### src/rtl/borrow_skip_sub16.sv
// Sequential 16-bit subtractor: one 4-bit borrow-skip nibble per cycle.
// Ports: clk, rst (sync, high), in_valid/in_ready + A, B, Bin in;
//   out_valid/out_ready + Diff, Bout out; Zero, Ovf under SUB_FLAGS_EN.
module borrow_skip_sub16 (
  input  logic        clk,
  input  logic        rst,
  input  logic        in_valid,
  output logic        in_ready,
  input  logic [15:0] A,
  input  logic [15:0] B,
  input  logic        Bin,
  output logic        out_valid,
  input  logic        out_ready,
  output logic [15:0] Diff,
  output logic        Bout
`ifdef SUB_FLAGS_EN
  ,
  output logic        Zero,
  output logic        Ovf
`endif
);

  typedef enum logic [1:0] {
    IDLE,
    CALC,
    DONE
  } state_t;

  state_t      state_q;
  state_t      state_d;
  logic [15:0] a_q;
  logic [15:0] b_q;
  logic [1:0]  cnt_q;
  logic        bw_q;

  logic [3:0]  na;
  logic [3:0]  nb;
  logic [3:0]  nd;
  logic        rip_bout;
  logic        skip;
  logic        nib_bout;
  logic        bw;
  logic        last;

  assign in_ready  = (state_q == IDLE);
  assign out_valid = (state_q == DONE);
  assign last      = (cnt_q == 2'd3);

  // Ripple-borrow nibble; when every bit pair
  // matches the borrow just passes through.
  always_comb begin
    na       = a_q[{cnt_q, 2'b00} +: 4];
    nb       = b_q[{cnt_q, 2'b00} +: 4];
    nd       = 4'h0;
    bw       = bw_q;
    for (int i = 0; i < 4; i++) begin
      nd[i] = na[i] ^ nb[i] ^ bw;
      bw    = (~na[i] & nb[i])
            | (~(na[i] ^ nb[i]) & bw);
    end
    rip_bout = bw;
    skip     = &(~(na ^ nb));
    nib_bout = skip ? bw_q : rip_bout;
  end

  always_comb begin
    state_d = state_q;
    unique case (state_q)
      IDLE: if (in_valid) state_d = CALC;
      CALC: if (last) state_d = DONE;
      DONE: if (out_ready) state_d = IDLE;
      default: state_d = IDLE;
    endcase
  end

  always_ff @(posedge clk) begin
    if (rst) state_q <= IDLE;
    else     state_q <= state_d;
  end

  always_ff @(posedge clk) begin
    if (rst) begin
      a_q   <= 16'h0;
      b_q   <= 16'h0;
      cnt_q <= 2'd0;
      bw_q  <= 1'b0;
      Diff  <= 16'h0;
      Bout  <= 1'b0;
`ifdef SUB_FLAGS_EN
      Zero  <= 1'b0;
      Ovf   <= 1'b0;
`endif
    end else begin
      unique case (state_q)
        IDLE: begin
          if (in_valid) begin
            a_q   <= A;
            b_q   <= B;
            cnt_q <= 2'd0;
            bw_q  <= Bin;
          end
        end
        CALC: begin
          Diff[{cnt_q, 2'b00} +: 4] <= nd;
          bw_q  <= nib_bout;
          cnt_q <= cnt_q + 2'd1;
          if (last) begin
            Bout <= nib_bout;
`ifdef SUB_FLAGS_EN
            // Top nibble is not yet in Diff here.
            Zero <= ({nd, Diff[11:0]} == 16'h0);
            Ovf  <= (a_q[15] != b_q[15])
                  & (nd[3] != a_q[15]);
`endif
          end
        end
        default: ;
      endcase
    end
  end

endmodule

### config.mk
export PLATFORM = sky130hd
export DESIGN_NAME = borrow_skip_sub16
export DESIGN_NICKNAME = d
export VERILOG_FILES = /design/src/rtl/borrow_skip_sub16.sv
export SDC_FILE = /design/constraint.sdc
export NUM_CORES = 1
export LEC_CHECK = 0
export ABC_AREA = 0
export CELL_PAD_IN_SITES_DETAIL_PLACEMENT = 1
export CELL_PAD_IN_SITES_GLOBAL_PLACEMENT = 1
export CORE_ASPECT_RATIO = 1.75
export CORE_MARGIN = 1.5
export CORE_UTILIZATION = 37
export DETAILED_ROUTE_END_ITERATION = 6
export GPL_TIMING_DRIVEN = 0
export MAX_ROUTING_LAYER = met4
export PLACE_DENSITY = 0.79
export SYNTH_ARGS = -nofsm -noshare
export SYNTH_HDL_FRONTEND = slang
export SYNTH_SLANG_ARGS = --single-unit
### constraint.sdc
create_clock -name clk -period 3.8 [get_ports clk]
set_clock_uncertainty 0.05 [all_clocks]
set_input_delay 0.38 -clock clk [delete_from_list [all_inputs] [get_ports clk]]
set_output_delay 0.38 -clock clk [all_outputs]
set_load 0.02 [all_outputs]
Word level (Yosys, flattened, before mapping)

Cells that the tools add are included.

Mux-type cells: 10
Shift-type cells: 4
Reduce and logical (&&, ||, !) cells: 7
Equal/unequal tests: 6
Add/subtract/negate cells: 2
Bitwise operators: 30

Operators by type and width:

| operator                 | number |
|---|---|
| $shiftx A16 B5 Y4        | 2 |
| $bwmux W16               | 1 |
| $shift A4 B6 Y16 const A | 1 |
| $shiftx A4 B6 Y16        | 1 |
| $and A1 B1 Y1            | 8 |
| $mux W2                  | 4 |
| $not A1 Y1               | 8 |
| $xor A1 B1 Y1            | 8 |
| $neg A4 Y6               | 1 |
| $pmux W2 S3              | 1 |
| $reduce_and A2 Y1        | 3 |
| $eq A2 B2 Y1 const B     | 2 |
| $ne A2 B2 Y1 const B     | 2 |
| $not A4 Y4               | 1 |
| $or A1 B1 Y1             | 4 |
| $pmux W2 S2              | 1 |
| $reduce_and A4 Y1        | 1 |
| $xor A4 B4 Y4            | 1 |
| $reduce_and A3 Y1        | 1 |
| $add A2 B1 Y2 const B    | 1 |
| $eq A2 B1 Y1 const B     | 1 |
| $logic_not A2 Y1         | 1 |
| $mux W1                  | 2 |
| $ne A2 B1 Y1 const B     | 1 |
| other kinds (2)          | 2 |

Register bits after elaboration: 54
Output and inout bits: 19
Logic and storage cells: 66

Depth between registers and ports, before layout

Gate-level depths: netlist of run 1.

Depth after elaboration: 13
Mapped depth: 12

Worst setup path after synthesis of run 1

OpenSTA, ideal clock, no wires.

Path kind: register -> register
Start point: register cnt_q[0]
End point: register Diff[7]
Clock period less this slack: 3246 ps
Setup slack: 554 ps
Arrival: 3126 ps
Stages on the path, launching flop included: 12
Buffers on the path: 1
Data required time: 3680 ps
Library setup time: 70 ps
Cells stage by stage: dfxtp_1 > buf_6 > mux4_2 > inv_1 > fa_1 > inv_1 > fa_1 > fa_1 > inv_1 > fa_1 > or3_1 > a21oi_1

Cells in the longest elaborated chain, start to end: 12
Elaborated cells between the ends (all ways): 29
Classes of those cells: add/sub: 1; shift: 4; mux: 1; bitwise: 23

RTL lines:

| what                                        | line   | source |
|---|---|---|
| start, declared                             | 33     | `logic [1:0] cnt_q;` |
| start signal, assigned                      | 106    | `cnt_q <= cnt_q + 2'd1;` |
| $shiftx A16 B5 Y4, on equally long branches | 52, 53 |  |
| $xor A1 B1 Y1                               | 57, 59 |  |
| $not A1 Y1                                  | 59     | `\| (~(na[i] ^ nb[i]) & bw);` |
| $and A1 B1 Y1                               | 59     |  |
| $or A1 B1 Y1                                | 59     |  |
| $and A1 B1 Y1                               | 59     |  |
| $or A1 B1 Y1                                | 59     |  |
| $and A1 B1 Y1                               | 59     |  |
| $or A1 B1 Y1                                | 59     |  |
| $xor A1 B1 Y1                               | 57     | `nd[i] = na[i] ^ nb[i] ^ bw;` |
| $shiftx A4 B6 Y16                           | 104    | `Diff[{cnt_q, 2'b00} +: 4] <= nd;` |
| $bwmux W16 *                                | 104    |  |
| end signal, assigned by index               | 104    |  |
| end, declared                               | 14     | `output logic [15:0] Diff,` |

Every way passes the cells marked *; elsewhere a longest branch is shown, timed or not.
A chain may end at the register's enable or synchronous reset.

Worst setup path in the final report of run 1

Ends and elaborated chain as after synthesis.

==> impl_metrics.py, run 1 <==
metrics = {
    "route": {
        "wl_mm": 6.65,
        "ant_nets": 0,
        "drtIter0Drc": 63,
        "wl_per_cell_um": 15.7,
        "viasPerCell": 5.14,
        "drc_errors": 0,
        "drtPass1Iterations": 4,
        "via_count": 2179,
    },
    "timing": {
        "slew_violations": 0,
        "fin_tns_setup_ps": 0,
        "fin_ws_ps": 292,
        "rsz0062_at_grt": "no",
        "fin_crit_ps": 3510,
        "max_freq_mhz": 285,
        "tightest_slew_ps": 639,
        "hold_viol_final": 0,
        "setup_viol": 0,
        "maxSlewHeadroom_pct": 57.2,
        "fin_crit_sh_pct": 92.3,
    },
    "placement": {
        "dp_hpwl_mm": 5.21,
        "placed_area_um2": 3160,
        "place_congestion": 0.841,
        "port_buffers": 54,
        "place_ws_ps": 133,
    },
    "global_routing": {
        "grt_max_degree": 16,
        "grt_pass1_wl_mm": 10.8,
        "antenna_found_initial": 0,
        "grt_pass1_vias": 2295,
        "grtUsageTotal_pct": 20.1,
        "overflow": 0,
    },
    "setup_path": {
        "cp-endpoint": "Diff[7]",
        "endpoint_kind": "flop",
        "cp_cell_sequence": "buf_6, mux4_2, inv_1, fa_1, inv_1, fa_1, fa_1, inv_1, fa_1, or3_1, a21oi_1",
        "crit_required_ps": 3970,
        "start_kind": "flop",
        "critPathMaxFanout": 10,
        "reg2reg_setup_slack_ps": 290,
        "cp.arrival_ps": 3680,
        "critPathKind": "flop to flop",
        "rr_endpoint": "Diff[7]",
        "cp_common_cell": "fa_1",
        "cpPeakStageDelay_ps": 540,
        "worstReg2RegStart": "cnt_q[0]",
        "startpoint": "cnt_q[0]",
        "rr_worst_depth": 11,
        "slowest_stage": "mux4_2",
    },
    "clock_network": {
        "cts_buffers": 5,
        "clk_latency_ps": 290,
        "clock-sinks": 54,
        "cts.clk_slew.worst_paths_ps": 60,
        "cts_root_buffer": "clkbuf_16",
        "clockBufferDepth": 2,
        "cts_tree": "done",
        "cts_setup_buffers": 0,
        "cts-htree-levels": 2,
    },
    "logic_synthesis": {
        "synth_area_um2": 2520,
        "synth_cell_types": 31,
        "synth_mux_area_share_pct": 7.99,
        "syn-num-nets": 332,
        "synth-compound-area-share_pct": 12.8,
        "synthSimpleGateAreaFrac_pct": 21.6,
        "synth_top_family_by_area": "simple AND/OR/NAND/NOR gates",
        "synth_edf_count": 0,
        "ys_seq_elements": 54,
        "synth_area_per_cell_um2": 8.97,
        "async_flop_share_pct": 0,
        "synth_flop_cell": "dfxtp_1",
        "synth_warnings": 0,
        "synth-xor-area-share_pct": 0,
        "netlist_instances": 281,
        "ys_seq_area_share_pct": 42.9,
        "synthAdderAreaFrac_pct": 8.14,
    },
    "power_and_ir_drop": {
        "power.leakage_uw": 0.00121,
        "power.density_nw_per_um2": 395,
        "ir_drop_mv": 0.364,
    },
    "die": {
        "die_y_um": 112,
        "core-area_um2": 6540,
        "die_w_um": 65.4,
        "rows": 39,
        "die-area_um2": 7330,
        "io_pins": 56,
        "initial_core_util_pct": 38.5,
    },
    "status": {
        "status": "completed",
    },
    "cells_and_area": {
        "final_nets": 393,
        "layout-drive-gt1-share_pct": 9.65,
        "layout_common_cells": "nand2_1 (78), clkdlybuf4s50_1 (54), dfxtp_1 (53)",
        "area_growth_pct": 31.0,
        "final_common_cell": "nand2_1",
        "stdcell_area_um2": 3300,
        "antenna_cells": 0,
    },
    "flow_run": {
        "drv_cap": 0,
    },
    "hold_path": {
        "hold_path.class": "flop to flop",
    },
}
## layout make-up
cell class	count	area (um2)
Fill cell	782	3240
Multi-Input combinational cell	196	1270
Sequential cell	54	1080
Timing Repair Buffer	54	541
Clock buffer	6	129
Buffer	18	115
Tap cell	82	103
Inverter	13	48.8
Clock inverter	1	7.51
## critical path, delay by kind of cell, from the launching register on
| kind | cells | cell delay (ps) |
|---|---|---|
| AO/OA/AOI/OAI | 1 | 120 |
| flip-flops | 1 | 480 |
| AND/OR/NAND/NOR | 1 | 380 |
| buffers and inverters | 4 | 490 |
| adder cells (fa/ha/maj) | 4 | 1370 |
| multiplexers | 1 | 540 |
## cells in the mapped netlist, types with 2 or more instances
cell / n / area, um2
nor2b_1: 2 / 12.5
mux4_2: 8 / 180
a22oi_1: 2 / 15.0
nand4_1: 7 / 43.8
a32oi_1: 6 / 52.6
buf_4: 3 / 22.5
buf_2: 5 / 25.0
nor3b_2: 3 / 37.5
or3_1: 3 / 18.8
fa_1: 4 / 80.1
a21oi_1: 46 / 230
clkbuf_1: 6 / 22.5
dfxtp_1: 54 / 1080
ha_1: 10 / 125
nand3b_1: 6 / 45.0
buf_6: 4 / 45.0
nor2_1: 8 / 30.0
inv_1: 13 / 48.8
nand3_1: 2 / 10.0
nand2_1: 78 / 293
## registers in the layout, indices dropped and copies added (netlist names)
register and count:
Diff 16, Bout 1, a_q 16, cnt_q 2
state_q 2, b_q 16, bw_q 1
## logic make-up after synthesis
kind of cell             after synthesis
AO/OA/AOI/OAI                         57
flip-flops                            54
buffers and inverters                 31
adder cells (fa/ha/maj)               14
multiplexers                          10
AND/OR/NAND/NOR                      115
## power by group
part	total [uW]	leakage (uW)	internal, uW	switching (uW)
Combinational	252	0.000702	116	136
Clock	439	0.0000629	241	198
Sequential	613	0.000441	594	18.8
Total	1300	0.00121	951	353
## timing repair
action	in CTS	in global routing
setup endpoints to repair	0	1
hold buffers	0	0
resized for setup	0	1
## layer usage
metal | share of wire (%) | routed length, um | vias to the layer above | GRT usage (%)
met2 | 59 | 3910 | 43 | 38.1
met4 | 3.0 | 201 | 0 | 9.72
met3 | 2.7 | 178 | 15 | 3.91
li1 | - | - | 1074 | -
met1 | 35 | 2350 | 1047 | 18.3
met5 | 0 | 0 | - | -
## how the worst min path moves through the flow
stage	depth (start not counted)	start	to	slack, ps
after detailed placement	2	b_q[5]	b_q[5]	400
after global placement	2	b_q[2]	b_q[2]	390
after global routing	2	b_q[5]	b_q[5]	430
final	2	b_q[13]	b_q[13]	400
after floorplan	2	a_q[10]	a_q[10]	380
after CTS	2	b_q[5]	b_q[5]	410
## stage by stage
stage	hold WS [ps]	utilization, %	std cells	power [uW]
after floorplan	383	-	281	772
after global placement	389	48.4	417	870
after detailed placement	399	48.4	417	877
after CTS	408	50.5	424	1320
after global routing	428	50.5	424	1360
final	404	50.5	424	1300
Power figures use the tool's default switching activity.
==> inputs of run 2 (changes only) <==
- CTS_CLUSTER_DIAMETER: default -> 150
==> results of run 2 <==
The final DEF is identical to that of run 1; final timing and power are the same.
